**src/rtl/mult_seq_pkg.sv**
```systemverilog
// Shared constants for the operand-RAM / multiplier sequencer: mode codes,
// FSM state encodings and the default datapath width.
package mult_seq_pkg;

  localparam int DEFAULT_DATA_W = 32;

  localparam logic [1:0] MODE_U8  = 2'b00;
  localparam logic [1:0] MODE_S8  = 2'b01;
  localparam logic [1:0] MODE_ILL = 2'b10;
  localparam logic [1:0] MODE_S16 = 2'b11;

  typedef logic [2:0] state_t;

  localparam state_t ST_IDLE   = 3'd0;
  localparam state_t ST_FETCH  = 3'd1;
  localparam state_t ST_RDWAIT = 3'd2;
  localparam state_t ST_MULW   = 3'd3;
  localparam state_t ST_OUT    = 3'd4;
  localparam state_t ST_DONE   = 3'd5;

  function automatic logic mode_is_legal(input logic [1:0] m);
    return m != MODE_ILL;
  endfunction

endpackage

```
**src/rtl/mult_seq_outreg.sv**
```systemverilog
// Result holding register between the sequencer and its downstream consumer.
module mult_seq_outreg #(
  parameter int DATA_W = 32
) (
  input  logic              clk,
  input  logic              rst_n,
  input  logic              load,
  input  logic [DATA_W-1:0] load_data,
  input  logic              ready,
  output logic [DATA_W-1:0] data,
  output logic              valid,
  output logic              fire
);

  // Handshake: data/valid stay frozen while valid=1 and ready=0; a transfer
  // happens on the rising edge where valid & ready are both 1, after which
  // valid drops. load is only asserted while nothing is pending.
  assign fire = valid & ready;

  always_ff @(posedge clk or negedge rst_n) begin
    if (!rst_n) begin
      data  <= '0;
      valid <= 1'b0;
    end else if (load) begin
      data  <= load_data;
      valid <= 1'b1;
    end else if (fire) begin
      valid <= 1'b0;
    end
  end

endmodule

```
**src/rtl/mult_sequencer.sv**
```systemverilog
// Walks a RAM window, lets the selected multiplier settle and hands each product
// downstream. Define MULT_SEQ_ACC_EN to add the running-sum output acc_out.
module mult_sequencer
  import mult_seq_pkg::*;
#(
  parameter int MULT_LAT = 0,
  parameter int ADDR_W   = 4,
  parameter int DATA_W   = DEFAULT_DATA_W
) (
  input  logic              clk,
  input  logic              rst_n,
  input  logic              start,
  input  logic [1:0]        mode,
  input  logic [ADDR_W-1:0] base_addr,
  input  logic [ADDR_W:0]   count,
  output logic [ADDR_W-1:0] ram_addr,
  input  logic [DATA_W-1:0] op_a,
  input  logic [DATA_W-1:0] op_b,
  output logic [1:0]        mul_sel,
  input  logic [DATA_W-1:0] product,
  output logic [DATA_W-1:0] res_data,
  output logic              res_valid,
  input  logic              res_ready,
  output logic              busy,
  output logic              done,
  output logic              err_mode
`ifdef MULT_SEQ_ACC_EN
  ,
  output logic [DATA_W-1:0] acc_out
`endif
);

  localparam int LAT_W = $clog2(MULT_LAT + 2);

  state_t            state;
  logic [ADDR_W:0]   steps;
  logic [LAT_W-1:0]  lat_cnt;
  logic              load;
  logic              fire;

  // Operands run straight from the RAM into the multiplier; only their timing matters here.
  logic unused_ops;
  assign unused_ops = ^{op_a, op_b};

  always_comb begin
    load = 1'b0;
    if (state == ST_RDWAIT && MULT_LAT == 0) load = 1'b1;
    if (state == ST_MULW && lat_cnt == LAT_W'(1)) load = 1'b1;
  end

  mult_seq_outreg #(.DATA_W(DATA_W)) u_outreg (
    .clk       (clk),
    .rst_n     (rst_n),
    .load      (load),
    .load_data (product),
    .ready     (res_ready),
    .data      (res_data),
    .valid     (res_valid),
    .fire      (fire)
  );

  always_ff @(posedge clk or negedge rst_n) begin
    if (!rst_n) begin
      state    <= ST_IDLE;
      ram_addr <= '0;
      mul_sel  <= MODE_U8;
      steps    <= '0;
      lat_cnt  <= '0;
      busy     <= 1'b0;
      done     <= 1'b0;
      err_mode <= 1'b0;
    end else begin
      case (state)
        ST_IDLE: begin
          if (start) begin
            busy     <= 1'b1;
            err_mode <= 1'b0;
            steps    <= count;
            if (!mode_is_legal(mode)) begin
              err_mode <= 1'b1;
              done     <= 1'b1;
              state    <= ST_DONE;
            end else if (count == '0) begin
              done  <= 1'b1;
              state <= ST_DONE;
            end else begin
              ram_addr <= base_addr;
              mul_sel  <= mode;
              state    <= ST_FETCH;
            end
          end
        end
        ST_FETCH: state <= ST_RDWAIT;
        ST_RDWAIT: begin
          if (MULT_LAT == 0) begin
            state <= ST_OUT;
          end else begin
            lat_cnt <= LAT_W'(MULT_LAT);
            state   <= ST_MULW;
          end
        end
        ST_MULW: begin
          lat_cnt <= lat_cnt - 1'b1;
          if (lat_cnt == LAT_W'(1)) state <= ST_OUT;
        end
        ST_OUT: begin
          if (fire) begin
            if (steps == (ADDR_W + 1)'(1)) begin
              steps <= '0;
              done  <= 1'b1;
              state <= ST_DONE;
            end else begin
              // Address wraps naturally at 2^ADDR_W.
              ram_addr <= ram_addr + 1'b1;
              steps    <= steps - 1'b1;
              state    <= ST_FETCH;
            end
          end
        end
        ST_DONE: begin
          done  <= 1'b0;
          busy  <= 1'b0;
          state <= ST_IDLE;
        end
        default: state <= ST_IDLE;
      endcase
    end
  end

`ifdef MULT_SEQ_ACC_EN
  always_ff @(posedge clk or negedge rst_n) begin
    if (!rst_n) begin
      acc_out <= '0;
    end else if (state == ST_IDLE && start) begin
      acc_out <= '0;
    end else if (fire) begin
      acc_out <= acc_out + res_data;
    end
  end
`endif

endmodule

```
**config.mk**
```make
export PLATFORM = sky130hd
export DESIGN_NAME = mult_sequencer
export DESIGN_NICKNAME = d
export VERILOG_FILES = /design/src/rtl/mult_seq_pkg.sv /design/src/rtl/mult_seq_outreg.sv /design/src/rtl/mult_sequencer.sv
export SDC_FILE = /design/constraint.sdc
export NUM_CORES = 1
export LEC_CHECK = 0
export CORE_AREA = 3 3 92 94
export DETAILED_ROUTE_END_ITERATION = 16
export DIE_AREA = 0 0 95 97
export MAX_ROUTING_LAYER = met4
export PLACE_DENSITY = 0.77
export SLEW_MARGIN = 30
export SYNTH_ARGS = -nofsm -noshare
export SYNTH_HDL_FRONTEND = slang
export SYNTH_SLANG_ARGS = --single-unit
```
**constraint.sdc**
```tcl
create_clock -name clk -period 2.6 [get_ports clk]
set_clock_uncertainty 0.2 [all_clocks]
set_input_delay 0.52 -clock clk [delete_from_list [all_inputs] [get_ports clk]]
set_output_delay 0.52 -clock clk [all_outputs]
set_load 0.1 [all_outputs]
```
==> impl_metrics.ini <==
[logic_synthesis]
synthXorXnorAreaFrac_pct = 0.385
synth-edff-count = 0
syn-num-nets = 296
synth-simple-area-share_pct = 9.24
ys_seq_area_share_pct = 56.1
syn_avg_cell_area_um2 = 12.5
synth_top_family_by_area = multiplexers
synth_area_leaders = dfrtp_1 56%, mux2_1 14%, nand2_1 2.1%
yosysTopAreaCell = dfrtp_1
synthAdderAreaFrac_pct = 1.65
yosys.area.top_type_share_pct = 56.1
synth_cell_types = 38
synth_ff_type = dfrtp_1
syn-cell-area_um2 = 2280
synth_compound_area_share_pct = 11.6
synth.most_common_cell = dfrtp_1
synthCells = 182
ys_warn_count = 0
ys_ff_latch = 51
synth_commonest_cells = 51 x dfrtp_1, 28 x mux2_1, 13 x nand2_1
async_flop_share_pct = 100
muxShareOfSynthArea_pct = 17.8

[grt]
grt_remaining_overflow = 0
grt_max_degree = 34
grt_usage_pct = 11.5
antenna_found_initial = 0
grt_pass1_vias = 1777
grt_pass1_wl_um = 8250

[hold_path]
min_path_type = reg2reg

[setup_path]
cp-start-kind = input pin
cp_top_family = simple AND/OR/NAND/NOR gates
endpoint_kind = register
worst-path-max-fanout = 4
crit_buf_inv = 1
cp.arrival_ps = 2160
worstPathRequired_ps = 2600
max_stage_delay_ps = 590
crit_type = in2reg
cp_slowest_cell = or4_4
path_cells = clkdlybuf4s50_1 > or4_4 > o211ai_4 > a21oi_2 > mux2_4

[clocking]
cts_buffers = 5
cts_tree = done
cts_max_level = 2
cts_buffer_depth = 2
worstSkewPairLatency_ps = 300
cts-root-buf = clkbuf_8
clk_pin_slew_worst_paths_ps = 100
cts.sinks = 51

[place]
numPortBuffers = 88
dp_hpwl_um = 3980
place_congestion = 0.848

[die]
coreArea_um2 = 7730
dieArea_um2 = 9220
fp.dieH_um = 97
die_w_um = 95
num_io_pins = 153
rows = 32
initial_core_util_pct = 29.5

[timing]
setup_viol = 0
drv_slew = 0
rsz0062_at_grt = false
period_share_pct = 83.0
worst_pin_slew_ps = 420
fin_setup_tns_ps = 0
maxSlewHeadroom_pct = 72.0
hold_viol_final = 0
fin_crit_ps = 2160
max_freq_mhz = 464

[route]
vias_per_cell = 4.64
wl_per_cell_um = 13.5
wl_um = 5130
drtIter0Drc = 35
vias = 1760
first_pass_iters = 4
drc_errors = 0
ant_nets = 0

[layout]
drive_gt1_share_pct = 24.5
area_growth_pct = 45.1
diodes = 0
fillers = 747
nNetsFinal = 390

[job]
cap_violations = 0

[outcome]
status = complete, no violations
-- state kept, by name, indices dropped and copies added, names as in the netlist --
register / count
mul_sel: 2
state: 3
busy: 1
err_mode: 1
done: 1
u_outreg.valid: 1
u_outreg.data: 32
steps: 5
lat_cnt: 1
ram_addr: 4
-- logic make-up (layout without fill, tap and decap cells) --
group | Yosys count | after routing
fa+ha+maj | 3 | 3
compound gates | 35 | 35
mux | 36 | 36
buf+inv | 17 | 112
flops | 51 | 51
simple gates | 39 | 39
xor+xnor | 1 | 1
-- area by class of cell --
cell class | count | area, um2 | area share (%)
clock inverter | 3 | 43.8 | 1.33
sequential | 51 | 1280 | 38.7
inverter | 9 | 33.8 | 1.02
clock buffer | 5 | 68.8 | 2.08
multi-input combinational | 114 | 926 | 28.0
tap | 102 | 128 | 3.87
timing repair buffer | 95 | 826 | 25.0
-- metrics by stage --
step	util, %	hold slack, ps	instance area, um2	std cells	worst slack (ps)
floorplan	-	24.4	2280	182	306
global placement	41.1	121	3180	370	111
detailed placement	41.1	121	3180	370	109
CTS	42.7	299	3300	379	451
global route	42.7	311	3300	379	394
finish	42.7	292	3300	379	443
-- layer usage --
layer  routed length [um]  share of wire [%]  global-route usage [%]
met5                    0                  0                       -
met4                   13               0.25                    2.00
met3                  279                5.4                    3.34
met2                 2680                 52                    19.8
met1                 2150                 42                    13.3
-- worst reg2reg max path, stage by stage (launching register included) --
cell and delay [ps]:
dfrtp_1 610, nor3b_2 390, nand2_1 210, o41a_1 400, o2bb2ai_1 130
-- timing repair --
action | in CTS | in global routing
endpoints found under the hold margin | 2 | 0
gates resized for setup | 0 | 0
buffers inserted | 0 | 0
endpoints found under the setup margin | 0 | 0
hold buffers | 1 | 0
-- worst paths after layout --
path	depth (start not counted)	start	slack, ps	to
min in group asynchronous	2	rst_n	330	ram_addr[0]
min	1	u_outreg.data[6]	290	u_outreg.data[6]
max in group asynchronous	3	rst_n	1260	u_outreg.data[18]
max reg2reg	4	state[2]	580	steps[4]
min reg2reg	1	u_outreg.data[6]	290	u_outreg.data[6]
max	5	count[0]	440	ram_addr[1]
-- placed cells by master (no fill, tap or decap), types with 3 or more instances in the layout --
cell / netlist / routed
nand3_1: 4 / 4
inv_1: 9 / 9
dfrtp_1: 51 / 51
nand2b_1: 5 / 5
nor2_1: 8 / 8
o2bb2ai_1: 3 / 3
clkbuf_8: 0 / 5
ha_1: 3 / 3
a21oi_1: 3 / 3
mux2_1: 28 / 28
mux2_2: 4 / 4
mux2i_1: 3 / 3
nand2_1: 13 / 13
a2bb2oi_1: 5 / 5
o21ai_0: 8 / 8
clkdlybuf4s50_1: 0 / 45
buf_4: 1 / 48
o21ai_1: 3 / 3
a221oi_1: 3 / 3
Power is left out: the tool's default activity adds up to more than one toggle a clock period on the data nets, which glitch-free logic cannot reach.
